**src/rtl/mem_access.sv**
```systemverilog
// MEM pipeline stage: req/ack data-bus access with load alignment/extension and store byte enables.
// Optional misaligned-access trap enabled by defining MEM_ALIGN_CHECK_EN.
module mem_access #(
    parameter int BUS_TIMEOUT = 255
) (
    input  logic        clk,
    input  logic        rst,
    input  logic [4:0]  mem_waddr,
    input  logic        mem_wreg,
    input  logic [31:0] mem_wdata,
    input  logic [2:0]  mem_ld_type,
    input  logic [31:0] mem_read_addr,
    input  logic        mem_ram_wreg,
    input  logic [31:0] mem_ram_waddr,
    input  logic [31:0] mem_ram_wdata,
    input  logic [1:0]  mem_st_type,
    output logic        dbus_req,
    output logic        dbus_we,
    output logic [31:0] dbus_addr,
    output logic [3:0]  dbus_be,
    output logic [31:0] dbus_wdata,
    input  logic        dbus_ack,
    input  logic [31:0] dbus_rdata,
    output logic        stall_req,
    output logic [4:0]  wb_waddr,
    output logic        wb_wreg,
    output logic [31:0] wb_wdata,
    output logic        bus_err,
    output logic        misalign_exc
);
    typedef enum logic [1:0] {S_IDLE, S_ACCESS, S_DONE} state_t;

    state_t      r_state, w_next;
    logic [15:0] r_cnt;
    logic [31:0] r_ld_result;
    logic        r_req, r_we, r_bus_err;
    logic [31:0] r_addr, r_wdata;
    logic [3:0]  r_be;

    logic        w_access, w_is_load, w_misalign, w_timeout;
    logic [31:0] w_acc_addr, w_ld_fmt, w_st_wdata;
    logic [3:0]  w_st_be;
    logic [7:0]  w_byte;
    logic [15:0] w_half;

    // A store wins when both a load and a store are flagged.
    assign w_access   = (mem_ld_type != 3'b111) || mem_ram_wreg;
    assign w_is_load  = (mem_ld_type != 3'b111) && !mem_ram_wreg;
    assign w_acc_addr = mem_ram_wreg ? mem_ram_waddr : mem_read_addr;
    assign w_timeout  = (r_cnt == 16'(BUS_TIMEOUT - 1));

    always_comb begin
        w_byte = dbus_rdata[{mem_read_addr[1:0], 3'b000} +: 8];
        w_half = mem_read_addr[1] ? dbus_rdata[31:16] : dbus_rdata[15:0];
        case (mem_ld_type)
            3'b000:  w_ld_fmt = {{24{w_byte[7]}}, w_byte};
            3'b100:  w_ld_fmt = {24'd0, w_byte};
            3'b001:  w_ld_fmt = {{16{w_half[15]}}, w_half};
            3'b101:  w_ld_fmt = {16'd0, w_half};
            default: w_ld_fmt = dbus_rdata;
        endcase
    end

    always_comb begin
        case (mem_st_type)
            2'b00: begin
                w_st_be    = 4'b0001 << mem_ram_waddr[1:0];
                w_st_wdata = {4{mem_ram_wdata[7:0]}};
            end
            2'b01: begin
                w_st_be    = mem_ram_waddr[1] ? 4'b1100 : 4'b0011;
                w_st_wdata = {2{mem_ram_wdata[15:0]}};
            end
            default: begin
                w_st_be    = 4'b1111;
                w_st_wdata = mem_ram_wdata;
            end
        endcase
    end

`ifdef MEM_ALIGN_CHECK_EN
    always_comb begin
        w_misalign = 1'b0;
        if (mem_ram_wreg) begin
            if (mem_st_type == 2'b01)      w_misalign = mem_ram_waddr[0];
            else if (mem_st_type != 2'b00) w_misalign = (mem_ram_waddr[1:0] != 2'b00);
        end else if (mem_ld_type != 3'b111) begin
            if (mem_ld_type == 3'b001 || mem_ld_type == 3'b101)
                w_misalign = mem_read_addr[0];
            else if (mem_ld_type != 3'b000 && mem_ld_type != 3'b100)
                w_misalign = (mem_read_addr[1:0] != 2'b00);
        end
    end
`else
    assign w_misalign = 1'b0;
`endif

    always_comb begin
        w_next = r_state;
        case (r_state)
            S_IDLE:   if (w_access && !w_misalign) w_next = S_ACCESS;
            S_ACCESS: if (dbus_ack || w_timeout) w_next = S_DONE;
            default:  w_next = S_IDLE;
        endcase
    end

    always_ff @(posedge clk) begin
        if (!rst) begin
            r_state     <= S_IDLE;
            r_cnt       <= '0;
            r_req       <= 1'b0;
            r_we        <= 1'b0;
            r_addr      <= '0;
            r_be        <= '0;
            r_wdata     <= '0;
            r_bus_err   <= 1'b0;
            r_ld_result <= '0;
        end else begin
            r_state   <= w_next;
            r_bus_err <= 1'b0;
            case (r_state)
                S_IDLE: if (w_access && !w_misalign) begin
                    r_req   <= 1'b1;
                    r_we    <= mem_ram_wreg;
                    r_addr  <= {w_acc_addr[31:2], 2'b00};
                    r_be    <= mem_ram_wreg ? w_st_be : 4'b1111;
                    r_wdata <= mem_ram_wreg ? w_st_wdata : 32'd0;
                    r_cnt   <= '0;
                end
                S_ACCESS: begin
                    if (dbus_ack) begin
                        r_ld_result <= w_ld_fmt;
                        r_req       <= 1'b0;
                        r_cnt       <= '0;
                    end else if (w_timeout) begin
                        r_ld_result <= '0;
                        r_req       <= 1'b0;
                        r_bus_err   <= 1'b1;
                        r_cnt       <= '0;
                    end else begin
                        r_cnt <= r_cnt + 16'd1;
                    end
                end
                default: ;
            endcase
        end
    end

    assign dbus_req   = r_req;
    assign dbus_we    = r_we;
    assign dbus_addr  = r_addr;
    assign dbus_be    = r_be;
    assign dbus_wdata = r_wdata;
    assign bus_err    = r_bus_err;

    always_comb begin
        stall_req    = 1'b0;
        misalign_exc = 1'b0;
        wb_waddr     = mem_waddr;
        wb_wreg      = mem_wreg;
        wb_wdata     = mem_wdata;
        if (!rst) begin
            wb_waddr = '0;
            wb_wreg  = 1'b0;
            wb_wdata = '0;
        end else begin
            case (r_state)
                S_IDLE: begin
                    if (w_misalign) begin
                        misalign_exc = 1'b1;
                        wb_wreg      = 1'b0;
                    end else if (w_access) begin
                        stall_req = 1'b1;
                        wb_wreg   = 1'b0;
                    end
                end
                S_ACCESS: begin
                    stall_req = 1'b1;
                    wb_wreg   = 1'b0;
                end
                default: begin
                    if (w_is_load) wb_wdata = r_ld_result;
                    else           wb_wreg  = 1'b0;
                end
            endcase
        end
    end
endmodule
```
**config.mk**
```make
export PLATFORM = sky130hd
export DESIGN_NAME = mem_access
export DESIGN_NICKNAME = d
export VERILOG_FILES = /design/src/rtl/mem_access.sv
export SDC_FILE = /design/constraint.sdc
export NUM_CORES = 1
export LEC_CHECK = 0
export CORE_ASPECT_RATIO = 0.5
export CORE_UTILIZATION = 42
export DETAILED_ROUTE_END_ITERATION = 10
export PLACE_DENSITY_LB_ADDON = 0.12
export REMOVE_ABC_BUFFERS = 1
export SLEW_MARGIN = 10
export SYNTH_ARGS = -nofsm -noshare
export SYNTH_HDL_FRONTEND = slang
export SYNTH_SLANG_ARGS = --single-unit
```
**constraint.sdc**
```tcl
create_clock -name clk -period 2.78 [get_ports clk]
set_input_delay 0.695 -clock clk [delete_from_list [all_inputs] [get_ports clk]]
set_output_delay 0.695 -clock clk [all_outputs]
set_load 0.1 [all_outputs]
```
======== Word-level counts from Yosys, hierarchy flattened ========
Cells that the tools add are included.
storage, ports and cells
  register bits ........................... 119
  input port bits ......................... 175
  output and inout port bits .............. 111
  word-level logic and storage cells ...... 73
operators by class
  multiplexer cells ....................... 33
  reduce and logical (&&, ||, !) cells .... 16
  shift-type cells ........................ 2
  bitwise operators ....................... 2
  equality and inequality tests ........... 10
  $add $sub $neg .......................... 1
operators by type and width
  cell                     count
  $mux W32                 7
  $pmux W32 S4             1
  $mux W16                 4
  $pmux W32 S2             1
  $pmux W16 S2             1
  $shiftx A32 B6 Y8        1
  $add A16 B1 Y16 const B  1
  $eq A16 B8 Y1 const B    1
  $mux W1                  9
  $mux W4                  2
  $pmux W4 S2              1
  $reduce_and A2 Y1        4
  $eq A3 B3 Y1 const B     2
  $ne A3 B3 Y1 const B     2
  $pmux W1 S2              3
  $mux W5                  1
  $eq A2 B1 Y1 const B     2
  $logic_not A2 Y1         2
  $mux W2                  2
  $ne A2 B2 Y1 const B     2
  $pmux W2 S2              1
  $reduce_bool A2 Y1       2
  $shl A1 B2 Y4 const A    1
  $eq A3 B1 Y1 const B     1
  other kinds (8)          10

======== Depth between registers and ports, before layout ========
  depth in word-level cells ............... 5
  gate-level depth with buffers ........... 7
  mapped depth without buffers ............ 6

======== Worst setup path after synthesis ========
No wires, ideal clock.
  path kind ............................... input port to output port
  start ................................... in rst
  end ..................................... out stall_req
  arrival time ............................ 3.406 ns
  path buffers ............................ 2
  required time ........................... 2.085 ns
  stages .................................. 4
  slack ................................... -1.321 ns
  cell sequence ........................... clkbuf_1 > clkinv_1 > clkbuf_1 > nor3_1
between the ends
  cells in the longest elaborated chain, start to end .. 1
ends and longest elaborated chain
  item         line  RTL
  from (decl)  7     input logic rst,
  $mux W1      162   if (!rst) begin
  to (decl)    24    output logic stall_req,
Every way passes these cells.

======== Worst setup path in the final report ========
  start ................................... in mem_ld_type[1]
  end ..................................... out wb_wdata[29]
between the ends
  cells in the longest elaborated chain, start to end .. 5
ends and longest elaborated chain
  item                 line  RTL
  from (decl)          11    input logic [2:0] mem_ld_type,
  $ne A3 B3 Y1         48    assign w_is_load = (mem_ld_type != 3'b111) && !mem_ram_wreg;
  $logic_and A1 B1 Y1  48
  $mux W32             182   if (w_is_load) wb_wdata = r_ld_result;
  $mux W32             167   case (r_state)
  $mux W32             162
  to (decl)            27    output logic [31:0] wb_wdata,
Every way passes these cells.

==> run_results.csv <==
group,metric,value,unit
synth,seq_area_frac_synth,39.09,%
power_and_ir_drop,p_comb_share,33.8,%
clock_network,cts-htree-levels,4,
detailed_routing,drc,0,
die,start_util,44.00,%
clock_network,cts-root-buf,"clkbuf_16",
sta,hold_viol_final,0,
placement,portBuffers,282,
critical_path,cp_max_fo,7,
clock_network,cts_made_buffers,17,
synth,synth_compound_area_share,22.81,%
final_layout,fillers,1029,
power_and_ir_drop,powerDensity,586.3,mW/mm^2
global_routing,grt_pass1_vias,6502,
synth,synthMuxAreaShare,11.07,%
synth,netlist-cell-type-count,57,
synth,synth-edff-count,0,
synth,synth-async-reset-ratio,0,%
global_routing,grt_pass1_wl,33210,microns
placement,dp.cells,1196,
power_and_ir_drop,sequentialPowerShare,31.7,%
die,die_area,0.01503,sq mm
synth,synthXorXnorAreaFrac,0.7185,%
die,io_pins,286,
synth,synth_simple_gate_area_share,20.39,%
sta,finalMaxSlewViolations,0,
synth,yosysTopAreaCell,"dfxtp_1",
die,fp-row-count,30,
synth,synthFlopType,"dfxtp_1",
final_layout,instances_no_fill,1232,
final_layout,diodes,0,
detailed_routing,detail-route-antenna-nets,0,
critical_path,r2r_start,"r_cnt[8]$_SDFFE_PN0P_",
power_and_ir_drop,totalPowerFinal,5.995,mW
final_layout,area_delta_synth_final,67.77,%
sta,relSlewSlack,55.51,%
power_and_ir_drop,internal_power,3.714,mW
critical_path,crit_path_start,"mem_ld_type[1]",
clock_network,clock_sinks,119,
critical_path,r2r_end,"r_cnt[14]$_SDFFE_PN0P_",
power_and_ir_drop,max-vdd-ir-drop,0.4038,mV
placement,place.gp.congestion,0.9102,
detailed_routing,wl,21690,microns
clock_network,cts.clk_slew.worst_paths,0.05,ns
synth,netlist_instances,744,
clock_network,clk_latency,0.41,ns
detailed_routing,routedWlPerCell,17.60,microns
detailed_routing,via_count,6840,
placement,dp_hpwl,15330,microns
detailed_routing,first_pass_iters,5,
synth,synth.area.top_cells,"dfxtp_1 39%, mux2i_1 11%, nand2_1 8.1%",
critical_path,worstPathArrival,2.04,ns
die,coreArea,0.01385,sq mm
sta,setup_tns,0,ns
global_routing,antenna_found_initial,0,
synth,avgSynthCellArea,8.192,sq um
power_and_ir_drop,swShare,38.05,%
critical_path,r2r_setup_slack,0.84,ns
critical_path,endpoint_kind,"primary output",
clock_network,clockBufferDepth,2,
die,die-height,87.18,microns
sta,max_freq,0.3654,GHz
final_layout,seq_area,0.002382,sq mm
synth,syn_area,0.006095,sq mm
run_status,status,"completed",
sta,setup_viol,0,
global_routing,grt_max_degree,44,
power_and_ir_drop,p_clk_share,34.5,%
sta,period_share,98.46,%
clock_network,cts_tree,"yes",
worst_hold_path,worst_hold_startpoint,"r_ld_result[15]$_SDFFE_PN0P_",
flow_run,maxCapViolations,0,
sta,worst_slew_pin_slew,0.6581,ns
sta,fin_skew,0.01280,ns
sta,fin_crit,2.737,ns
die,dieWidth,172.4,microns
detailed_routing,drtIter0Drc,530,
critical_path,rr_worst_depth,4,
synth,synth_top_family_by_area,"compound AO/OA/AOI/OAI gates",
critical_path,critPathKind,"input pin to primary output",
global_routing,grt_usage,28.37,%
power_and_ir_drop,p_sw,2.281,mW
sta,rsz0062_at_grt,"no",
power_and_ir_drop,p_leak,4.124,nW
final_layout,final_net_count,1205,
final_layout,multiInputGateArea,0.003548,sq mm
critical_path,critPathCapture,"wb_wdata[29]",
synth,yosys.area.top_type_share,39.09,%
synth,synth-adder-area-share,0.4106,%
critical_path,critPathRequiredTime,2.09,ns
worst_hold_path,hp-class,"flop to flop",
critical_path,start_kind,"input pin",
synth,ys_warn_count,0,
final_layout,drive_gt1_share,23.08,%
detailed_routing,drt-vias-per-instance,5.552,
synth,ys_seq_elements,119,
global_routing,overflow,0,
[stage by stage]
| stage | cell area [sq um] | setup WS, ns | util [%] | hold slack, ns |
|---|---|---|---|---|
| finish | 10220 | 0.04290 | 73.82 | 0.4579 |
| global route | 10220 | 0.01321 | 73.82 | 0.4746 |
| CTS | 10180 | -0.008818 | 73.49 | 0.4616 |
| detailed placement | 9443 | -0.3600 | 68.18 | 0.4468 |
| global placement | 9443 | -0.3354 | 68.18 | 0.4381 |
| floorplan | 5822 | -2.184 | - | 0.4362 |
[cell usage after synthesis (2+ instances only)]
library cell / instances
a211oi_1: 38
a21oi_1: 43
a221oi_1: 2
a22o_1: 16
a31oi_1: 5
and2_1: 7
and3_1: 4
buf_1: 10
buf_2: 6
buf_4: 3
buf_6: 2
clkbuf_1: 41
clkinv_1: 2
dfxtp_1: 119
ha_1: 2
inv_1: 12
mux2i_1: 64
nand2_1: 132
nand2b_1: 3
nand3_1: 12
nand4_1: 5
nand4_2: 2
nand4b_1: 2
nor2_1: 56
nor2b_1: 6
nor3_1: 13
nor3b_1: 6
nor4_1: 4
o2111ai_1: 7
o211ai_1: 19
o21ai_0: 34
o21ai_1: 2
o221ai_1: 2
o22ai_1: 9
o2bb2ai_1: 18
o31ai_1: 4
or3_1: 4
or4_1: 5
or4_4: 2
xor2_1: 4
[cell usage in the layout, fill, tap and decap left out, types with 7 or more instances in the layout]
cell             instances
buf_12                  42
o22ai_1                  9
o211ai_1                19
buf_4                  100
a21oi_1                 10
nand3_1                 12
nand2_1                130
clkdlybuf4s50_1        169
nor3_1                  12
o21ai_0                 34
o2111ai_1                7
clkbuf_16               18
dfxtp_1                119
nor2_1                  55
o2bb2ai_1               18
a21oi_2                 32
a211oi_1                38
a22o_1                  16
mux2i_1                 64
inv_1                   12
[kinds of logic (layout without fill, tap and decap cells)]
| group | after synthesis | in the layout |
|---|---|---|
| XOR/XNOR | 5 | 5 |
| flip-flops | 119 | 119 |
| multiplexers | 66 | 66 |
| AND/OR/NAND/NOR | 269 | 269 |
| buffers and inverters | 77 | 371 |
| AO/OA/AOI/OAI | 205 | 205 |
| other | 1 | 3 |
| adder cells (fa/ha/maj) | 2 | 2 |
[power by group through the flow]
stage,clock network (mW),logic (mW),registers [mW]
2_1_floorplan,0,0.589,2.58
3_3_place_gp,0,1.97,1.93
3_5_place_dp,0,1.99,1.93
4_1_cts,2.10,2.02,1.90
5_1_grt,2.18,2.11,1.91
6_report,2.07,2.03,1.90
[worst min-delay path by stage]
stage / end / slack, ns / cells after the start
finish: r_ld_result[15]$_SDFFE_PN0P_ / 0.46 / 2
global route: dbus_wdata[18]$_SDFFE_PN0P_ / 0.47 / 1
CTS: r_ld_result[15]$_SDFFE_PN0P_ / 0.46 / 2
detailed placement: dbus_we$_SDFFE_PN0P_ / 0.45 / 1
global placement: dbus_we$_SDFFE_PN0P_ / 0.44 / 1
floorplan: r_ld_result[15]$_SDFFE_PN0P_ / 0.44 / 2
[state kept, by name (all words and copies together) (netlist names)]
signal	flops
dbus_req	1
dbus_we	1
r_state	2
dbus_be	4
r_ld_result	32
dbus_addr	30
r_cnt	16
dbus_wdata	32
bus_err	1
[timing repair]
| item | 4_1_cts | 5_1_grt |
|---|---|---|
| pin swaps | 2 | 5 |
| hold buffers | 0 | 0 |
| endpoints found under the hold margin | 0 | 0 |
| resized for setup | 48 | 10 |
| buffers inserted | 0 | 1 |
| gates cloned | 1 | 3 |
| endpoints found under the setup margin | 34 | 33 |
[cell type report]
class | count | area share [%]
Timing Repair Buffer | 326 | 33.72
Inverter | 14 | 0.5140
Tap cell | 192 | 2.349
Multi-Input combinational cell | 550 | 34.70
Sequential cell | 119 | 23.30
Clock inverter | 14 | 1.248
Clock buffer | 17 | 4.161
[critical path, stage by stage]
cell      delay [ns]
clkbuf_2        0.12
and3_4          0.21
nor3_4          0.19
buf_6           0.18
clkbuf_4        0.20
nand2_1         0.08
a21oi_2         0.18
buf_12          0.19
[per-layer routing]
layer  part of all wire (%)  GRT usage, %
met1                     41         34.47
met2                     47         46.74
met3                    9.4         9.132
met4                    2.2         11.50
met5                      0             0
Power figures use the tool's default switching activity.
